**src/rtl/score_display_pkg.sv**
```systemverilog
// Shared constants and types for the score display scanner.
//   - Active-high segment patterns {g,f,e,d,c,b,a} for digits, 'P', '-' and blank.
//   - Digit positions used by score mode and banner mode (bit 7 = leftmost).
//   - Snapshot record of the game-core inputs held for a whole frame.
package score_display_pkg;

  localparam logic [6:0] SEG_0     = 7'b0111111;
  localparam logic [6:0] SEG_1     = 7'b0000110;
  localparam logic [6:0] SEG_2     = 7'b1011011;
  localparam logic [6:0] SEG_3     = 7'b1001111;
  localparam logic [6:0] SEG_4     = 7'b1100110;
  localparam logic [6:0] SEG_5     = 7'b1101101;
  localparam logic [6:0] SEG_6     = 7'b1111101;
  localparam logic [6:0] SEG_7     = 7'b0000111;
  localparam logic [6:0] SEG_8     = 7'b1111111;
  localparam logic [6:0] SEG_9     = 7'b1101111;
  localparam logic [6:0] SEG_P     = 7'b1110011;
  localparam logic [6:0] SEG_DASH  = 7'b1000000;
  localparam logic [6:0] SEG_BLANK = 7'b0000000;

  localparam logic [2:0] DIG_LEFT      = 3'd7;
  localparam logic [2:0] DIG_RIGHT     = 3'd0;
  localparam logic [2:0] DIG_BANNER_HI = 3'd4;
  localparam logic [2:0] DIG_BANNER_LO = 3'd3;

  typedef struct packed {
    logic [3:0] left;
    logic [3:0] right;
    logic       game_over;
    logic       winner;
  } score_snap_t;

endpackage

```
**src/rtl/seg7_decode.sv**
```systemverilog
// Combinational 4-bit value to seven-segment pattern (active-high, {g,f,e,d,c,b,a}).
//   value_i : binary value; 0..9 show the digit, 10..15 show '-'
//   seg_o   : active-high segment pattern
module seg7_decode
  import score_display_pkg::*;
(
  input  logic [3:0] value_i,
  output logic [6:0] seg_o
);

  always_comb begin
    seg_o = SEG_DASH;
    case (value_i)
      4'd0:    seg_o = SEG_0;
      4'd1:    seg_o = SEG_1;
      4'd2:    seg_o = SEG_2;
      4'd3:    seg_o = SEG_3;
      4'd4:    seg_o = SEG_4;
      4'd5:    seg_o = SEG_5;
      4'd6:    seg_o = SEG_6;
      4'd7:    seg_o = SEG_7;
      4'd8:    seg_o = SEG_8;
      4'd9:    seg_o = SEG_9;
      default: seg_o = SEG_DASH;
    endcase
  end

endmodule

```
**src/rtl/score_display_scan.sv**
```systemverilog
// Time-multiplexed 8-digit common-anode seven-segment driver for the tennis score.
// Inputs are snapshotted once per frame so a frame never mixes two input states.
//   clk, reset_n            : clock, asynchronous active-low reset
//   score_left/score_right  : win counts (0..9; 10..15 display '-')
//   game_over, winner       : banner request and winning player (0 = P1, 1 = P2)
//   an                      : anodes, active-low, bit 7 = leftmost digit
//   seg                     : segments {g,f,e,d,c,b,a}, active-low
//   frame_tick              : one-cycle pulse on the last cycle of each frame
// Build option: define SCORE_DISPLAY_BLINK_EN to blink the winner banner every
// BLINK_FRAMES frames; otherwise the banner is steady and no blink logic exists.
module score_display_scan
  import score_display_pkg::*;
#(
  parameter int unsigned REFRESH_DIV  = 100000,
  parameter int unsigned BLINK_FRAMES = 64
) (
  input  logic       clk,
  input  logic       reset_n,
  input  logic [3:0] score_left,
  input  logic [3:0] score_right,
  input  logic       game_over,
  input  logic       winner,
  output logic [7:0] an,
  output logic [6:0] seg,
  output logic       frame_tick
);

  localparam int unsigned CntW = $clog2(REFRESH_DIV);
  localparam logic [CntW-1:0] CntLast = CntW'(REFRESH_DIV - 1);

  logic [CntW-1:0] refresh_cnt_q, refresh_cnt_d;
  logic [2:0]      digit_idx_q, digit_idx_d;
  score_snap_t     snap_q, snap_d;
  logic [7:0]      an_q, an_d;
  logic [6:0]      seg_q, seg_d;
  logic            frame_tick_q, frame_tick_d;

  logic            cnt_last;
  logic            frame_end;
  logic            banner_dark;
  logic            digit_on;
  logic            use_p;
  logic [3:0]      digit_val;
  logic [6:0]      dec_seg;

  always_comb begin
    cnt_last      = (refresh_cnt_q == CntLast);
    frame_end     = cnt_last && (digit_idx_q == 3'd7);
    refresh_cnt_d = cnt_last ? '0 : refresh_cnt_q + CntW'(1);
    digit_idx_d   = cnt_last ? digit_idx_q + 3'd1 : digit_idx_q;
    snap_d        = frame_end ? '{left: score_left, right: score_right,
                                  game_over: game_over, winner: winner} : snap_q;
    // Registered from next state so the pulse lands on the frame's last cycle.
    frame_tick_d  = (refresh_cnt_d == CntLast) && (digit_idx_d == 3'd7);
  end

`ifdef SCORE_DISPLAY_BLINK_EN
  logic [7:0] frame_cnt_q, frame_cnt_d;
  logic [7:0] frame_cnt_inc;
  logic       dark_q, dark_d;

  always_comb begin
    frame_cnt_d   = frame_cnt_q;
    dark_d        = dark_q;
    frame_cnt_inc = frame_cnt_q + 8'd1;
    if (frame_end && snap_d.game_over) begin
      if (!snap_q.game_over) begin
        // Entering banner mode always starts on a visible phase.
        frame_cnt_d = 8'd0;
        dark_d      = 1'b0;
      end else if (frame_cnt_inc == 8'(BLINK_FRAMES)) begin
        frame_cnt_d = 8'd0;
        dark_d      = ~dark_q;
      end else begin
        frame_cnt_d = frame_cnt_inc;
      end
    end
    banner_dark = dark_d;
  end

  always_ff @(posedge clk or negedge reset_n) begin
    if (!reset_n) begin
      frame_cnt_q <= 8'd0;
      dark_q      <= 1'b0;
    end else begin
      frame_cnt_q <= frame_cnt_d;
      dark_q      <= dark_d;
    end
  end
`else
  always_comb banner_dark = 1'b0;
`endif

  // Digit content for the slot being entered, using next-state index and shadows.
  always_comb begin
    digit_on  = 1'b0;
    use_p     = 1'b0;
    digit_val = 4'd0;
    if (snap_d.game_over) begin
      case (digit_idx_d)
        DIG_BANNER_HI: begin
          digit_on = 1'b1;
          use_p    = 1'b1;
        end
        DIG_BANNER_LO: begin
          digit_on  = 1'b1;
          digit_val = snap_d.winner ? 4'd2 : 4'd1;
        end
        default: ;
      endcase
      if (banner_dark) digit_on = 1'b0;
    end else begin
      case (digit_idx_d)
        DIG_LEFT: begin
          digit_on  = 1'b1;
          digit_val = snap_d.left;
        end
        DIG_RIGHT: begin
          digit_on  = 1'b1;
          digit_val = snap_d.right;
        end
        default: ;
      endcase
    end
  end

  seg7_decode u_seg7_decode (
    .value_i (digit_val),
    .seg_o   (dec_seg)
  );

  always_comb begin
    an_d  = digit_on ? ~(8'd1 << digit_idx_d) : 8'hFF;
    seg_d = digit_on ? ~(use_p ? SEG_P : dec_seg) : ~SEG_BLANK;
  end

  always_ff @(posedge clk or negedge reset_n) begin
    if (!reset_n) begin
      refresh_cnt_q <= '0;
      digit_idx_q   <= 3'd0;
      snap_q        <= '0;
      an_q          <= 8'hFF;
      seg_q         <= 7'h7F;
      frame_tick_q  <= 1'b0;
    end else begin
      refresh_cnt_q <= refresh_cnt_d;
      digit_idx_q   <= digit_idx_d;
      snap_q        <= snap_d;
      an_q          <= an_d;
      seg_q         <= seg_d;
      frame_tick_q  <= frame_tick_d;
    end
  end

  assign an         = an_q;
  assign seg        = seg_q;
  assign frame_tick = frame_tick_q;

endmodule

```
**config.mk**
```make
export PLATFORM = sky130hd
export DESIGN_NAME = score_display_scan
export DESIGN_NICKNAME = d
export VERILOG_FILES = /design/src/rtl/score_display_pkg.sv /design/src/rtl/seg7_decode.sv /design/src/rtl/score_display_scan.sv
export SDC_FILE = /design/constraint.sdc
export NUM_CORES = 1
export LEC_CHECK = 0
export ABC_AREA = 1
export CORE_MARGIN = 2
export CORE_UTILIZATION = 55
export CTS_CLUSTER_SIZE = 10
export DETAILED_ROUTE_END_ITERATION = 10
export GPL_ROUTABILITY_DRIVEN = 1
export GPL_TIMING_DRIVEN = 0
export PLACE_DENSITY = 0.88
export SYNTH_ARGS = -nofsm -noshare
export SYNTH_HDL_FRONTEND = slang
export SYNTH_HIERARCHICAL = 1
export SYNTH_SLANG_ARGS = --single-unit
export TNS_END_PERCENT = 50
```
**constraint.sdc**
```tcl
create_clock -name clk -period 3.1 [get_ports clk]
set_input_delay 0.31 -clock clk [delete_from_list [all_inputs] [get_ports clk]]
set_output_delay 0.31 -clock clk [all_outputs]
set_load 0.1 [all_outputs]
```
==> impl_results.md <==
- Worst-path fanout max: 7
- Dominant cells by area after synthesis: dfrtp_1 29%, dfstp_2 15%, nand2_1 14%
- Synth Warn #: 6
- Final setup TNS: 0 ns
- Fmax: 352 MHz
- Area of the multi-input gates: between 1000 and 1500 µm²
- Critical Path Max Stage Delay: 0.41 ns
- Largest net degree at the start of global routing: 40
- Drt pass-1 iters: 5
- RSZ-0062 raised after global routing: no
- Distinct cells, synth: 34
- Wirelength, routed: 5.23 mm
- Via count: between 2000 and 2500
- Worst slew pin tran: ~1.0 ns
- Fin Clk Skew: 0.0102 ns
- Antenna violations before repair: 0
- Sink Count: 46
- Clock Latency Late Sink: 0.31 ns
- R2R cell count: 21
- Slowest CP cell: dfrtp_1
- CP Capture Type: flop
- Top cell type's share of synthesized area: 0.287
- Count of final setup violators: 0
- Core Box Area: roughly 4700 µm²
- Status: finished clean
- Die area: 5490 µm²
- PD cells: 326 nW/µm²
- VDD IR max: around 0.00024 V
- Fin crit share: 0.917
- # diodes: 0
- Synth Cell Area: between 2000 and 3000 µm²
- Flop2flop setup slack: between 0.2 and 0.3 ns
- Reg clk slew, reported paths: 0.09 ns
- CP required: around 3.3 ns
- Initial Utilization: 0.572
- Io pins: 28
- H-tree level count: 2
- Most used cell, CP: nand2_1
- Post-route ant nets: 0
- Max cap viols: 0
- TritonCTS buffer count: 5
- Final min period: about 2.8 ns
- Final-report hold violation count: 0
- CP bufs+invs: 3
- Post-synthesis sequential area ratio: 0.433
- Avg Cell Area, Syn: about 8.0 µm²
- Clock root cell: clkbuf_8
- Setup crit start kind: flop
- Setup slack after layout: roughly 0.26 ns
- Hold Crit Class: input pin to async pin
- Largest area contributor in the netlist: dfrtp_1
- Vias in the first global route: about 2200
- Overall Global Routing Usage: 0.219
- Fin nets: approximately 400
- Die Ht: 74.1 µm
- Gr ovfl total: 0
- Vias per cell: around 4.9
- Dpl ws: 0.251 ns
- Drt wl/cell: 11.8 µm
- CP cell instances: ha_1, nand2_2, inv_2, nand2_4, nor2_8, nand2_2, nand2_1, nand2_2, nand2_2, nor2_4, nand3_1, nand3_1, inv_1, ha_1, nand2_1, nand2_1, nand2_1, nand2_1, inv_1, nor2_1, nand3_1
- Die W: 74.1 µm
- DRT iter0 DRCs: 112
- CP arrival: 3.08 ns
- Seq. cell area: 1170 µm²
- Critical R2R Capture: seg[3]
- Max Slew Vio Count: 0
- Layout area overhead: 18.0%
- Worst reg2reg startpoint: refresh_cnt_q[0]
- Site row count: 25
- RePlAce Congestion: about 0.88
- CTS tree: yes
- Post-DP HPWL: roughly 4 mm
- Drc violations: 0
- Leak: between 1.5 and 2 nW
- Critical Setup Path Class: flop to flop
- Worst slew margin: 0.332
- Clock buffer depth: 2
- Buffers on Ports: 27
- Gate count after technology mapping: 337
- First-pass GRT wire length: 9.27 mm
- Kind of cell adding the most delay to the critical path: simple AND/OR/NAND/NOR gates
- Number of fill cells: 390
- Post-CTS setup buffer count: 0
- Flops & latches, synth: 46
- Fraction of layout cells with a size suffix above 1: 0.186
-- layout by cell type (no fill, tap or decap), types with 6 or more instances in the layout --
master and n:
nand2_4 6, inv_1 51, clkdlybuf4s50_1 26, nand2_2 12
dfstp_2 15, nand2_1 99, dfrtp_1 31, ha_1 9
nor2_1 34, nand3_1 32
-- power by group --
part,internal (W),switching [W]
logic,0.0000192,0.0000353
registers,0.000605,0.000000586
clock network,0.000161,0.000218
total,0.000786,0.000254
-- flip-flops by register name, indices dropped and copies added (netlist names) --
name / flops
frame_tick: 1
an: 8
seg: 7
refresh_cnt_q: 17
digit_idx_q: 3
snap_q: 10
-- worst reg2reg max path, stage by stage, from the launching register on --
cell and delay, ns:
dfrtp_1 0.41, ha_1 0.26, nand2_2 0.12, inv_2 0.06
nand2_4 0.13, nor2_8 0.06, nand2_2 0.15, nand2_1 0.08
nand2_2 0.12, nand2_2 0.08, nor2_4 0.17, nand3_1 0.09
nand3_1 0.16, inv_1 0.13, ha_1 0.29, nand2_1 0.06
nand2_1 0.09, nand2_1 0.05, nand2_1 0.05, inv_1 0.04
nor2_1 0.11, nand3_1 0.08
-- stage by stage --
stage	area (µm²)	total power [W]	util	hold WS, ns	std cells
CTS	3190	0.00105	0.675	0.373	444
global route	3190	0.00108	0.676	0.394	444
global placement	3070	0.000669	0.650	0.460	434
detailed placement	3080	0.000672	0.653	0.175	435
finish	3190	0.00104	0.676	0.375	444
floorplan	2720	0.000639	-	0.0144	340
-- layout make-up --
type	count	share of cell area
multi-input combinational	237	0.416
clock buffer	5	0.0216
tap	67	0.0263
clock inverter	3	0.00745
sequential	46	0.367
timing repair buffer	29	0.0925
inverter	57	0.0694
-- routing by layer --
layer  wire length [µm]  vias to the layer above  part of all wire  track usage
met5                  0                        -                 0            0
met1               2090                     1019              0.40        0.241
li1                   -                     1114                 -            -
met2               2830                       52              0.54        0.408
met4                 94                        0             0.018       0.0768
met3                217                       11             0.041       0.0515
-- cells by family (layout without fill, tap and decap cells) --
group,Yosys count,count (layout),synth area share
other,1,4,0.00139
buffers and inverters,57,94,0.0819
AO/OA/AOI/OAI,12,12,0.0268
XOR/XNOR,2,2,0.00648
flip-flops,46,46,0.433
adder cells (fa/ha/maj),9,9,0.0416
AND/OR/NAND/NOR,210,210,0.409
-- worst max path at each step --
stage / start / to / slack (ns) / cells after the start
after floorplan: refresh_cnt_q[0] / seg[3] / 0.61 / 21
after global placement: refresh_cnt_q[0] / seg[3] / 0.30 / 21
after detailed placement: refresh_cnt_q[0] / seg[3] / 0.25 / 21
after CTS: refresh_cnt_q[0] / seg[3] / 0.20 / 21
after global routing: refresh_cnt_q[0] / seg[3] / 0.01 / 21
final: refresh_cnt_q[0] / seg[3] / 0.26 / 21
-- cell usage after synthesis (all sizes together) --
master	instances
nand2	117
inv	56
nor2	45
nand3	39
dfrtp	31
dfstp	15
ha	9
o21ai	7
nand4	4
nand3b	2
o21bai	2
a21oi	1
a31oi	1
and2	1
and3	1
clkinv	1
conb	1
nor3b	1
o211ai	1
xnor2	1
xor2	1
-- repair_timing --
| item | 4_1_cts | 5_1_grt |
|---|---|---|
| setup endpoints to repair | 0 | 1 |
| resized for setup | 0 | 2 |
| hold buffers | 1 | 0 |
| endpoints found under the hold margin | 4 | 0 |
(Power assumes the default switching activity.)
